[src/rtl/tivi_video_pkg.sv]
// ---------------------------------------------------------------------------
// tivi_video_pkg
//   Shared timing constants and helpers for the TIVI raster generator.
//   - Default 640x480@72 timing (31.5 MHz pixel clock, 832 x 520 totals).
//   - h_tot / v_tot derive raster totals from the porch/sync/active widths.
//   - COORD_W is the width of the pixel coordinate buses (totals <= 1024).
//   - sync_level maps an "in sync pulse" flag onto the pin polarity.
//   - timing_out_t bundles every registered raster output.
// ---------------------------------------------------------------------------
package tivi_video_pkg;

    localparam int COORD_W = 10;

    localparam int DEF_H_ACTIVE = 640;
    localparam int DEF_H_FP     = 24;
    localparam int DEF_H_SYNC   = 40;
    localparam int DEF_H_BP     = 128;
    localparam int DEF_V_ACTIVE = 480;
    localparam int DEF_V_FP     = 9;
    localparam int DEF_V_SYNC   = 3;
    localparam int DEF_V_BP     = 28;

    function automatic int h_tot(input int active, input int fp, input int sync_w, input int bp);
        return active + fp + sync_w + bp;
    endfunction

    function automatic int v_tot(input int active, input int fp, input int sync_w, input int bp);
        return active + fp + sync_w + bp;
    endfunction

    // Pin level for a sync output: active_high=0 drives the pulse low.
    function automatic logic sync_level(input logic active, input bit active_high);
        return active_high ? active : ~active;
    endfunction

    typedef struct packed {
        logic               hsync;
        logic               vsync;
        logic               de;
        logic [COORD_W-1:0] x;
        logic [COORD_W-1:0] y;
        logic               line_start;
        logic               frame_start;
    } timing_out_t;

endpackage

[src/rtl/tivi_lock_sync.sv]
// ---------------------------------------------------------------------------
// tivi_lock_sync
//   Generic two-flop synchroniser for slow status bits crossing into the
//   local clock domain. Both stages clear to 0 on reset, so a synchronised
//   status reads "not ready" until the input has been stable for two edges.
//   Ports:
//     clock  in      destination clock
//     reset  in      asynchronous, active-high reset
//     d      in  W   asynchronous status input
//     q      out W   synchronised status
// ---------------------------------------------------------------------------
module tivi_lock_sync #(
    parameter int W = 1
) (
    input  logic         clock,
    input  logic         reset,
    input  logic [W-1:0] d,
    output logic [W-1:0] q
);

    logic [W-1:0] meta;

    always_ff @(posedge clock or posedge reset) begin
        if (reset) begin
            meta <= '0;
            q    <= '0;
        end else begin
            meta <= d;
            q    <= meta;
        end
    end

endmodule

[src/rtl/tivi_video_timing.sv]
// ---------------------------------------------------------------------------
// tivi_video_timing
//   Pixel-domain raster timing generator (default 640x480@72, 832x520).
//   The raster is held at (0,0) with idle outputs until the PLL lock has
//   been synchronised; it then counts from (0,0), so the first registered
//   output after lock is always a frame_start.
//   All outputs are registered one clock after the (hcnt, vcnt) state they
//   describe, so they are mutually aligned.
//   Ports:
//     clock        in   pixel clock
//     reset        in   asynchronous, active-high reset
//     locked       in   PLL lock, asynchronous to clock
//     hsync/vsync  out  syncs, polarity set by SYNC_ACTIVE_HIGH
//     de           out  display enable (visible pixels)
//     x, y         out  COORD_W raster position (also during blanking)
//     line_start   out  pulse at h=0
//     frame_start  out  pulse at h=0, v=0
//     vblank_irq   out  sticky vblank interrupt   (TIVI_VBLANK_IRQ_EN only)
//     irq_ack      in   clears vblank_irq          (TIVI_VBLANK_IRQ_EN only)
//   Build option: define TIVI_VBLANK_IRQ_EN to add the vblank interrupt.
//   Timing totals must not exceed 2**COORD_W (1024) in either direction.
// ---------------------------------------------------------------------------
module tivi_video_timing
    import tivi_video_pkg::*;
#(
    parameter int H_ACTIVE         = DEF_H_ACTIVE,
    parameter int H_FP             = DEF_H_FP,
    parameter int H_SYNC           = DEF_H_SYNC,
    parameter int H_BP             = DEF_H_BP,
    parameter int V_ACTIVE         = DEF_V_ACTIVE,
    parameter int V_FP             = DEF_V_FP,
    parameter int V_SYNC           = DEF_V_SYNC,
    parameter int V_BP             = DEF_V_BP,
    parameter bit SYNC_ACTIVE_HIGH = 1'b0
) (
    input  logic               clock,
    input  logic               reset,
    input  logic               locked,
    output logic               hsync,
    output logic               vsync,
    output logic               de,
    output logic [COORD_W-1:0] x,
    output logic [COORD_W-1:0] y,
    output logic               line_start,
`ifdef TIVI_VBLANK_IRQ_EN
    output logic               frame_start,
    output logic               vblank_irq,
    input  logic               irq_ack
`else
    output logic               frame_start
`endif
);

    localparam int H_TOT = h_tot(H_ACTIVE, H_FP, H_SYNC, H_BP);
    localparam int V_TOT = v_tot(V_ACTIVE, V_FP, V_SYNC, V_BP);

    // Inclusive bounds keep every constant representable even when a
    // region ends exactly at 2**COORD_W.
    localparam logic [COORD_W-1:0] H_LAST     = COORD_W'(H_TOT - 1);
    localparam logic [COORD_W-1:0] V_LAST     = COORD_W'(V_TOT - 1);
    localparam logic [COORD_W-1:0] H_ACT_LAST = COORD_W'(H_ACTIVE - 1);
    localparam logic [COORD_W-1:0] V_ACT_LAST = COORD_W'(V_ACTIVE - 1);
    localparam logic [COORD_W-1:0] HS_FIRST   = COORD_W'(H_ACTIVE + H_FP);
    localparam logic [COORD_W-1:0] HS_LAST    = COORD_W'(H_ACTIVE + H_FP + H_SYNC - 1);
    localparam logic [COORD_W-1:0] VS_FIRST   = COORD_W'(V_ACTIVE + V_FP);
    localparam logic [COORD_W-1:0] VS_LAST    = COORD_W'(V_ACTIVE + V_FP + V_SYNC - 1);

    localparam logic SYNC_IDLE = sync_level(1'b0, SYNC_ACTIVE_HIGH);

    localparam timing_out_t IDLE_OUT = '{
        hsync:       SYNC_IDLE,
        vsync:       SYNC_IDLE,
        de:          1'b0,
        x:           '0,
        y:           '0,
        line_start:  1'b0,
        frame_start: 1'b0
    };

    logic               run;
    logic [COORD_W-1:0] hcnt;
    logic [COORD_W-1:0] vcnt;
    logic               h_wrap;
    logic               v_wrap;
    timing_out_t        out_nxt;
    timing_out_t        out_q;

    tivi_lock_sync #(.W(1)) u_lock_sync (
        .clock (clock),
        .reset (reset),
        .d     (locked),
        .q     (run)
    );

    assign h_wrap = (hcnt == H_LAST);
    assign v_wrap = (vcnt == V_LAST);

    // Raster counters. Dropping run parks them at (0,0) so a returning lock
    // always starts a complete frame instead of finishing a stale one.
    always_ff @(posedge clock or posedge reset) begin
        if (reset) begin
            hcnt <= '0;
            vcnt <= '0;
        end else if (!run) begin
            hcnt <= '0;
            vcnt <= '0;
        end else if (h_wrap) begin
            hcnt <= '0;
            vcnt <= v_wrap ? '0 : vcnt + 1'b1;
        end else begin
            hcnt <= hcnt + 1'b1;
        end
    end

    // Decode of the current raster position. vsync is a function of vcnt
    // alone; because vcnt only moves on the h wrap, vsync edges land at h=0.
    always_comb begin
        out_nxt = IDLE_OUT;
        if (run) begin
            out_nxt.de          = (hcnt <= H_ACT_LAST) && (vcnt <= V_ACT_LAST);
            out_nxt.hsync       = sync_level((hcnt >= HS_FIRST) && (hcnt <= HS_LAST),
                                             SYNC_ACTIVE_HIGH);
            out_nxt.vsync       = sync_level((vcnt >= VS_FIRST) && (vcnt <= VS_LAST),
                                             SYNC_ACTIVE_HIGH);
            out_nxt.x           = hcnt;
            out_nxt.y           = vcnt;
            out_nxt.line_start  = (hcnt == '0);
            out_nxt.frame_start = (hcnt == '0) && (vcnt == '0);
        end
    end

    always_ff @(posedge clock or posedge reset) begin
        if (reset) begin
            out_q <= IDLE_OUT;
        end else begin
            out_q <= out_nxt;
        end
    end

    assign hsync       = out_q.hsync;
    assign vsync       = out_q.vsync;
    assign de          = out_q.de;
    assign x           = out_q.x;
    assign y           = out_q.y;
    assign line_start  = out_q.line_start;
    assign frame_start = out_q.frame_start;

`ifdef TIVI_VBLANK_IRQ_EN
    localparam logic [COORD_W-1:0] V_BLANK_FIRST = COORD_W'(V_ACTIVE);

    logic irq_set;
    logic irq_q;

    // Registered alongside the outputs for (0, V_ACTIVE). Set has priority
    // over ack so an ack arriving with a new vblank never loses the event.
    assign irq_set = run && (hcnt == '0) && (vcnt == V_BLANK_FIRST);

    always_ff @(posedge clock or posedge reset) begin
        if (reset) begin
            irq_q <= 1'b0;
        end else if (!run) begin
            irq_q <= 1'b0;
        end else if (irq_set) begin
            irq_q <= 1'b1;
        end else if (irq_ack) begin
            irq_q <= 1'b0;
        end
    end

    assign vblank_irq = irq_q;
`endif

endmodule

[config.mk]
export PLATFORM = sky130hd
export DESIGN_NAME = tivi_video_timing
export DESIGN_NICKNAME = d
export VERILOG_FILES = /design/src/rtl/tivi_video_pkg.sv /design/src/rtl/tivi_lock_sync.sv /design/src/rtl/tivi_video_timing.sv
export SDC_FILE = /design/constraint.sdc
export NUM_CORES = 1
export LEC_CHECK = 0
export BUFFER_PORTS_ARGS = -buffer_cell sky130_fd_sc_hd__buf_2
export CORE_MARGIN = 8
export CORE_UTILIZATION = 54
export CTS_CLUSTER_DIAMETER = 40
export DETAILED_ROUTE_END_ITERATION = 10
export GPL_TIMING_DRIVEN = 0
export PLACE_DENSITY = 0.76
export REMOVE_ABC_BUFFERS = 1
export SYNTH_ARGS = -nofsm -noshare
export SYNTH_HDL_FRONTEND = slang
export SYNTH_HIERARCHICAL = 1
export SYNTH_SLANG_ARGS = --single-unit
[constraint.sdc]
create_clock -name clock -period 3.7 [get_ports clock]
set_input_delay 0.74 -clock clock [delete_from_list [all_inputs] [get_ports clock]]
set_output_delay 0.74 -clock clock [all_outputs]
set_load 0.05 [all_outputs]
After elaboration in Yosys (flattened, before gate mapping):

Cells that the tools add are included.

* memory bits (read-only): 0
* bits in writable memories: 0
* memories kept: 0
* register bits: 47
* logic and storage cells: 36
* bits in latches: 0

* $add $sub $neg: 2
* order comparisons: 6
* div/mod/pow operators: 0
* bitwise logic cells: 2
* reduce and logical (&&, ||, !) cells: 6
* multipliers: 0
* equality and inequality tests: 3
* multiplexer cells: 6
* shift operators: 0

Operator list (number)
* two-way mux 10 bit: 5
* two-way mux 25 bit: 1
* adder 10 x 1 -> 10 bit (second input constant): 2
* equality test 10 bit (second input constant): 2
* <= comparator 10 bit (second input constant): 2
* <= comparator 10 x 9 -> 1 bit (second input constant): 2
* zero test 10 bit: 2
* greater-or-equal comparator 10 bit (second input constant): 1
* greater-or-equal comparator 10 x 9 -> 1 bit (second input constant): 1
* logical AND 1 bit: 4
* != test 2 bit (second input constant): 1
* NOT 1 bit: 2

Logic depth before layout (Yosys ltp):

Gate-level depths: netlist of run 1.

* word-level depth: 4
* mapped depth: 7
* gate-level depth less buffers: 5

Hierarchy:

Netlist of run 1, hierarchy kept.

By module, submodules not included
* tivi_video_timing: cells an instance 175, times used 1, sequential area each 1128.6 µm², area an instance 1971.9 µm²
* tivi_lock_sync: cells an instance 3, times used 1, sequential area each 50.0 µm², area an instance 53.8 µm²

Least setup slack after synthesis of run 1:

No wires, ideal clock.

* path type: register to register
* start: reg hcnt[0]
* end: reg vcnt[7]
* period minus slack after synthesis: 1856 ps
* cell stages (with the launch flop): 7
* setup time: 125 ps
* setup slack: 1844 ps
* arrival: 1731 ps
* buffers on the path: 1
* cell sequence: dfrtp_1 ha_1 nand3_1 or3_1 buf_2 nor4_2 mux2_2

* longest elaborated chain between the ends: 2

Ends and longest elaborated chain
* start, declared: line tivi_video_timing.sv:81 `logic [COORD_W-1:0] hcnt;`
* start signal, assigned: line tivi_video_timing.sv:111 `hcnt <= hcnt + 1'b1;`
* equality test 10 bit: line tivi_video_timing.sv:95 `assign h_wrap = (hcnt == H_LAST);`
* != test 2 bit (no line)
* end signal, assigned: line tivi_video_timing.sv:109 `vcnt <= v_wrap ? '0 : vcnt + 1'b1;`
* end, declared: line tivi_video_timing.sv:82 `logic [COORD_W-1:0] vcnt;`

No other way between the ends.
A chain may end at the register's enable or synchronous reset.

Final worst setup path of run 1:

* start: reg hcnt[0]
* end: reg vcnt[8]

The elaborated chain is that of the path after synthesis.

==> results of run 1 <==
## kinds of logic (layout without fill, tap and decap cells)
group | Yosys count | count (layout) | share of synthesized area, %
XOR/XNOR | 6 | 6 | 2.59
AND/OR/NAND/NOR | 85 | 85 | 23.7
adder cells (fa/ha/maj) | 6 | 6 | 3.71
AO/OA/AOI/OAI | 13 | 13 | 5.19
flip-flops | 47 | 47 | 58.2
multiplexers | 5 | 5 | 2.78
buffers and inverters | 16 | 43 | 3.89
## synth_stat cells (4+ instances only)
library cell  instances
dfrtp_1              45
nor2_1               21
and2_1               15
nand2_1              10
nand3_1              10
inv_1                 8
and3_1                6
ha_1                  6
or3_1                 5
mux2_2                4
## layout by cell type, fill, tap and decap left out, types with 3 or more instances in the layout
cell type	count
and2_1	15
and3_1	6
buf_2	27
clkbuf_8	7
dfrtp_1	45
ha_1	6
inv_1	7
mux2_2	4
nand2_1	10
nand3_1	10
nor2_1	21
nor3_1	3
or3_1	5
xnor2_1	3
xor2_1	3
## critical path, stage by stage (launching register included)
cell	delay [ns]
dfrtp_1	0.40
ha_1	0.22
nand3_1	0.10
or3_1	0.62
nor4_2	0.34
mux2_2	0.36
## routing by layer
| metal | share of wire [%] | up-vias | routed length [microns] | global-route usage [%] |
|---|---|---|---|---|
| met2 | 47 | 29 | 1730 | 20.6 |
| met3 | 7.9 | 6 | 291 | 5.94 |
| li1 | - | 655 | - | - |
| met1 | 43 | 673 | 1590 | 15.3 |
| met4 | 1.4 | 0 | 50 | 5.28 |
| met5 | 0 | - | 0 | 0 |
## registers in the layout, summed over array words and instances, names as in the netlist
signal and count:
line_start 1, vsync 1, u_lock_sync/q 1, vcnt 10, x 10, frame_start 1
u_lock_sync/meta 1, y 10, de 1, hcnt 10, hsync 1
## path summary, 6_finish.rpt
check                            startpoint               end  slack [ns]  cells after the start
max in group asynchronous             reset              y[4]        2.52                      2
min in group clock         u_lock_sync/meta     u_lock_sync/q        0.35                      0
max reg2reg                         hcnt[0]           vcnt[8]        1.56                      5
max                                 hcnt[0]           vcnt[8]        1.56                      5
min                                   reset  u_lock_sync/meta        0.29                      2
min reg2reg                u_lock_sync/meta     u_lock_sync/q        0.35                      0
## where the power goes
part           total [W]  switching (W)  leakage (nW)  internal (W)
Combinational  0.0000490      0.0000374         0.437     0.0000115
Sequential      0.000528     0.00000716         0.637      0.000521
Clock           0.000329       0.000158        0.0515      0.000170
Total           0.000906       0.000203          1.13      0.000703
## metrics by stage
stage / hold WS (ns) / instance area (sq um) / util, %
after detailed placement: 0.336 / 2170 / 59.8
final: 0.289 / 2270 / 62.5
after global placement: 0.339 / 2170 / 59.8
after global routing: 0.295 / 2270 / 62.5
after floorplan: 0.331 / 1980 / -
after CTS: 0.286 / 2270 / 62.5
## layout make-up
type / count / area, sq um / area share [%]
Tap cell: 48 / 60.1 / 2.64
Clock buffer: 8 / 100 / 4.41
Multi-Input combinational cell: 115 / 768 / 33.8
Timing Repair Buffer: 27 / 135 / 5.95
Inverter: 8 / 30.0 / 1.32
Sequential cell: 47 / 1180 / 51.9
==> results_dict.tcl, run 1 <==
set metrics [dict create \
    core_area_sq_um 3630 \
    clk_pin_slew_worst_paths_ns 0.08 \
    end_kind "flip-flop" \
    routabilityCongestion 0.863 \
    hold_viol 0 \
    worst-endpoint-arrival_ns 2.33 \
    syn_area_per_cell_sq_um 11.4 \
    syn_area_sq_um 2030 \
    io_pins 28 \
    fin_nets 213 \
    yosysSeqAreaShare_pct 58.2 \
    synth_cell_types 41 \
    irDropWorstVdd_mv 0.229 \
    synth-seq-cells 47 \
    wl_per_cell_microns 14.5 \
    hpwl_microns 2500 \
    dieHeight_microns 77.2 \
    holdCritPathClass "in -> async" \
    power-per-cell-area_nw_per_um2 399 \
    skew_ns 0.00378 \
    timing.final.crit_period_ns 2.14 \
    setup_viol 0 \
    drv_cap 0 \
    rows 22 \
    grt_start_max_net_pins 46 \
    cts_max_level 2 \
    die_w_microns 77.2 \
    cp_max_fo 14 \
    initial_core_util_pct 55.8 \
    synth_cells 178 \
    holdBufCountCts 0 \
    grt_overflow 0 \
    grt_setup_unrepaired "no" \
    cts_setup_buffers 0 \
    fin_ws_ns 1.56 \
    tns_ns 0 \
    tritoncts "done" \
    critical_path_class "reg -> reg" \
    layout-drive-gt1-share_pct 22.9 \
    insertion_delay_ns 0.30 \
    drt_pre_antenna_iters 4 \
    worst_pin_slew_ns 0.886 \
    grt_pass1_wl_microns 6420 \
    power.total_w 0.000906 \
    placedCellCount 245 \
    grt_pass1_vias 1377 \
    synth_flop_cell "dfrtp_1" \
    synth_area_leaders "dfrtp_1, and2_1, nor2_1" \
    drcViolationCount 0 \
    clock-sinks 47 \
    antenna-diode-count 0 \
    nFillCells 318 \
    critical_path_required_ns 3.89 \
    areaGrowthSynthToFinish_pct 12.2 \
    post_cts_resized 0 \
    fmax_mhz 467 \
    fin_cells 253 \
    leakagePower_nw 1.13 \
    relSlewSlack_pct 40.9 \
    fin_crit_sh_pct 57.9 \
    num_vias 1363 \
    synth_edf_count 0 \
    dp_slack_ns 1.56 \
    wl_microns 3670 \
    vias_per_cell 5.39 \
    slew_violations 0 \
    cts_buffers 5 \
    die-area_sq_um 5970 \
    async_flop_share_pct 100 \
    outcome "finished clean" \
    worst_setup_path_start_kind "flip-flop" \
    antenna_found_initial 0 \
    io_buffer_count 27 \
    clk_path_buf_depth 2 \
    yosys_warnings 6 \
    yosysTopAreaCellShare_pct 55.6 \
    ant_nets 0 \
    grtUsageTotal_pct 13.2 \
    synth_largest_area_cell "dfrtp_1" \
    root_buffer "clkbuf_8" \
    drt_iter0_drc 138 \
]
No activity file was read; power rests on OpenSTA's default activity.
==> inputs of run 2 (changes only) <==
==> constraint.sdc (replaced) <==
create_clock -name clock -period 2.2 [get_ports clock]
set_input_delay 0.44 -clock clock [delete_from_list [all_inputs] [get_ports clock]]
set_output_delay 0.44 -clock clock [all_outputs]
set_load 0.05 [all_outputs]
==> results_dict.tcl, run 2 (synthesized netlist as in run 1, its figures left out) <==
set metrics [dict create \
    drcViolationCount 0 \
    areaGrowthSynthToFinish_pct 12.9 \
    wl_microns 3700 \
    worst-endpoint-arrival_ns 2.23 \
    final_area_sq_um 2290 \
    setup_viol 0 \
    hpwl_microns 2500 \
    critical_path_required_ns 2.39 \
    io_buffer_count 27 \
    insertion_delay_ns 0.30 \
    clk_path_buf_depth 2 \
    ant_nets 0 \
    holdCritPathClass "in -> reg" \
    drt_pre_antenna_iters 4 \
    end_kind "flip-flop" \
    endpoint "vcnt[5]" \
    leakagePower_nw 1.13 \
    layout-drive-gt1-share_pct 23.3 \
    num_vias 1368 \
    relSlewSlack_pct 40.5 \
    wl_per_cell_microns 14.6 \
    root_buffer "clkbuf_8" \
    fin_crit_sh_pct 92.8 \
    rows 22 \
    critical_path_buf_inv_count 0 \
    placed_area_sq_um 2170 \
    antenna_found_initial 0 \
    worst_pin_slew_ns 0.891 \
    reg2reg_to "vcnt[5]" \
    grt_start_max_net_pins 46 \
    slowest_stage "or4bb_1" \
    tns_ns 0 \
    cts_max_level 2 \
    grt_pass1_wl_microns 6420 \
    skew_ns 0.00427 \
    slew_violations 0 \
    grt_overflow 0 \
    crit_start "vcnt[0]" \
    mostFrequentLayoutCells "dfrtp_1, buf_2, nor2_1" \
    routabilityCongestion 0.863 \
    fmax_mhz 490 \
    final_common_cell "dfrtp_1" \
    cts_setup_buffers 0 \
    grt_setup_unrepaired "no" \
    cp.depth 5 \
    tritoncts "done" \
    outcome "finished clean" \
    initial_core_util_pct 55.8 \
    critical_path_class "reg -> reg" \
    die-area_sq_um 5970 \
    grt_pass1_vias 1377 \
    cp_max_fo 7 \
    irDropWorstVdd_mv 0.385 \
    fin_cells 254 \
    worstPathCellList "ha_1 > or4bb_1 > o31ai_4 > nor2_1 > mux2_2" \
    rrSetupSlack_ns 0.16 \
    power-per-cell-area_nw_per_um2 667 \
    core_area_sq_um 3630 \
    placedCellCount 245 \
    grtUsageTotal_pct 13.2 \
    drv_cap 0 \
    hold_viol 0 \
    vias_per_cell 5.39 \
    worst_setup_path_start_kind "flip-flop" \
    clock-sinks 47 \
    timing.final.crit_period_ns 2.04 \
    cp_top_family "simple AND/OR/NAND/NOR gates" \
    io_pins 28 \
    die_w_microns 77.2 \
    rr_startpoint "vcnt[0]" \
    drt_iter0_drc 144 \
    fin_nets 214 \
    max_stage_delay_ns 0.57 \
    cts_buffers 5 \
    clk_pin_slew_worst_paths_ns 0.08 \
    reg2reg_depth 5 \
    dieHeight_microns 77.2 \
    antenna-diode-count 0 \
]
==> run 2: final cells by class <==
type / count / area, sq um
Fill cell: 314 / 1350
Sequential cell: 47 / 1180
Multi-Input combinational cell: 115 / 773
Timing Repair Buffer: 28 / 145
Clock buffer: 8 / 100
Tap cell: 48 / 60.1
Inverter: 8 / 30.0
==> run 2: repair_timing <==
item                                   4_1_cts  5_1_grt
gates resized for setup                      0        1
endpoints found under the hold margin        2        0
hold buffers                                 1        0
setup endpoints to repair                    0        2
==> run 2: routing by layer <==
metal  GRT usage [%]  share of wire (%)  routed length [microns]
met4            5.28                1.4                       50
met5               0                  0                        0
met1            15.3                 43                     1600
met2            20.6                 47                     1750
met3            5.94                8.1                      298
==> run 2: worst reg2reg max path: cells and delay by family (launching register included) <==
kind | cells | cell delay [ns]
DFF | 1 | 0.42
adders and majority gates | 1 | 0.24
and+or+nand+nor | 2 | 0.65
muxes | 1 | 0.27
AOI/OAI and AO/OA | 1 | 0.37
==> run 2: worst min-delay path by stage <==
stage                       from  slack (ns)  depth (start not counted)               end
after floorplan            reset        0.18                          1  u_lock_sync/meta
after global placement     reset        0.30                          2  u_lock_sync/meta
after detailed placement   reset        0.31                          2  u_lock_sync/meta
after CTS                 locked        0.24                          1  u_lock_sync/meta
after global routing      locked        0.23                          1  u_lock_sync/meta
final                     locked        0.24                          1  u_lock_sync/meta
==> run 2: report_power, final <==
| group | total, W | leakage, nW | internal, W | switching, W |
|---|---|---|---|---|
| logic | 0.0000838 | 0.443 | 0.0000206 | 0.0000633 |
| clock network | 0.000554 | 0.0515 | 0.000287 | 0.000267 |
| registers | 0.000889 | 0.637 | 0.000877 | 0.0000121 |
==> run 2: through the flow <==
step	power, W	worst slack [ns]	hold slack (ns)	utilization [%]
2_1_floorplan	0.000965	0.268	0.181	-
3_3_place_gp	0.000987	0.109	0.296	59.8
3_5_place_dp	0.000990	0.0642	0.311	59.8
4_1_cts	0.00154	0.0502	0.242	62.8
5_1_grt	0.00159	0.111	0.232	62.9
6_report	0.00153	0.158	0.244	62.9
==> inputs of run 3 (changes only) <==
--- a/config.mk
+++ b/config.mk
@@ -11,8 +11,9 @@
 export CTS_CLUSTER_DIAMETER = 40
 export DETAILED_ROUTE_END_ITERATION = 10
 export GPL_TIMING_DRIVEN = 0
-export PLACE_DENSITY = 0.76
+export PLACE_DENSITY = 0.8
 export REMOVE_ABC_BUFFERS = 1
+export SKIP_CTS_REPAIR_TIMING = 1
 export SYNTH_ARGS = -nofsm -noshare
 export SYNTH_HDL_FRONTEND = slang
 export SYNTH_HIERARCHICAL = 1
==> results_dict.tcl, run 3 (synthesized netlist as in run 1, its figures left out) <==
set metrics [dict create \
    outcome "finished clean" \
    vias_per_cell 5.35 \
    end_kind "flip-flop" \
    drt_pre_antenna_iters 6 \
    relSlewSlack_pct 41.1 \
    initial_core_util_pct 55.8 \
    worst-endpoint-arrival_ns 2.21 \
    critical_path_required_ns 2.38 \
    slowest_stage "or3_4" \
    rr_startpoint "hcnt[0]" \
    areaGrowthSynthToFinish_pct 12.9 \
    postLayoutCoreUtil_pct 62.9 \
    hpwl_microns 2540 \
    leakagePower_nw 1.13 \
    grt_setup_unrepaired "no" \
    tritoncts "done" \
    holdCritPathClass "in -> reg" \
    critical_path_class "reg -> reg" \
    skew_ns 0.00353 \
    cts_max_level 2 \
    worst_pin_slew_ns 0.882 \
    grt_overflow 0 \
    power-per-cell-area_nw_per_um2 663 \
    ant_nets 0 \
    rows 22 \
    routabilityCongestion 0.873 \
    fin_nets 214 \
    fin_cells 254 \
    mostFrequentLayoutCells "dfrtp_1, buf_2, nor2_1" \
    layout-drive-gt1-share_pct 23.3 \
    slew_violations 0 \
    grt_start_max_net_pins 46 \
    clk_pin_slew_worst_paths_ns 0.08 \
    hold_depth 1 \
    crit_start "hcnt[0]" \
    fmax_mhz 491 \
    grt_pass1_wl_microns 6400 \
    clk_path_buf_depth 2 \
    clock-sinks 47 \
    die-area_sq_um 5970 \
    placed_area_sq_um 2170 \
    dp_slack_ns 0.0343 \
    hold_viol 0 \
    wl_microns 3770 \
    nFillCells 303 \
    drt_iter0_drc 145 \
    final_common_cell "dfrtp_1" \
    dieHeight_microns 77.2 \
    antenna_found_initial 0 \
    io_buffer_count 27 \
    cp_max_fo 14 \
    irDropWorstVdd_mv 0.510 \
    hold_start "locked" \
    worstPathCellList "ha_1 > nand3_1 > or3_4 > nor4_2 > mux2_2" \
    timing.final.crit_period_ns 2.04 \
    placedCellCount 245 \
    fin_crit_sh_pct 92.5 \
    die_w_microns 77.2 \
    drv_cap 0 \
    wl_per_cell_microns 14.8 \
    fin_ws_ns 0.164 \
    grt_pass1_vias 1366 \
    tns_ns 0 \
    cts_buffers 5 \
    insertion_delay_ns 0.29 \
    core_area_sq_um 3630 \
    rrSetupSlack_ns 0.16 \
    antenna-diode-count 0 \
    setup_viol 0 \
    final_area_sq_um 2290 \
    grtUsageTotal_pct 13.2 \
    drcViolationCount 0 \
    io_pins 28 \
    reg2reg_depth 5 \
    worst_setup_path_start_kind "flip-flop" \
    root_buffer "clkbuf_8" \
    max_stage_delay_ns 0.50 \
    num_vias 1360 \
]
[run 3: cell counts in the layout (fill, tap and decap cells not counted)]
No cell type changed its count.
[run 3: layout make-up]
| class | instances | area [sq um] | area share [%] |
|---|---|---|---|
| clock buffer | 8 | 100 | 4.38 |
| inverter | 8 | 30.0 | 1.31 |
| multi-input combinational | 115 | 773 | 33.8 |
| sequential | 47 | 1180 | 51.5 |
| tap | 48 | 60.1 | 2.63 |
| timing repair buffer | 28 | 145 | 6.35 |
[run 3: worst paths after layout]
path | endpoint
max | vcnt[8]
min | u_lock_sync/meta
max reg2reg | vcnt[8]
min reg2reg | u_lock_sync/q
max in group asynchronous | y[3]
min in group asynchronous | u_lock_sync/q
[run 3: power by group]
| group | switching [W] | leakage, nW | total [W] | internal (W) |
|---|---|---|---|---|
| clock network | 0.000256 | 0.0515 | 0.000542 | 0.000286 |
| logic | 0.0000644 | 0.443 | 0.0000849 | 0.0000205 |
| registers | 0.0000125 | 0.637 | 0.000889 | 0.000877 |
| total | 0.000333 | 1.13 | 0.00152 | 0.00118 |
[run 3: metrics by stage]
stage,hold slack [ns],total power [W]
finish,0.250,0.00152
global route,0.227,0.00159
CTS,-0.0194,0.00154
detailed placement,0.307,0.000991
global placement,0.297,0.000987
floorplan,0.181,0.000965
[run 3: worst max-delay path: cells and delay by family, from the launching register on]
family | cells | cell delay [ns]
adder cells (fa/ha/maj) | 1 | 0.24
flip-flops | 1 | 0.41
AND/OR/NAND/NOR | 3 | 0.90
multiplexers | 1 | 0.37
[run 3: per-layer routing]
| metal | routed length, microns | share of wire (%) | up-vias | global-route usage [%] |
|---|---|---|---|---|
| met1 | 1740 | 46 | 664 | 16.2 |
| met3 | 246 | 6.5 | 6 | 4.78 |
| li1 | - | - | 656 | - |
| met4 | 68 | 1.8 | 0 | 6.04 |
| met5 | 0 | 0 | - | 0 |
| met2 | 1720 | 46 | 34 | 20.1 |
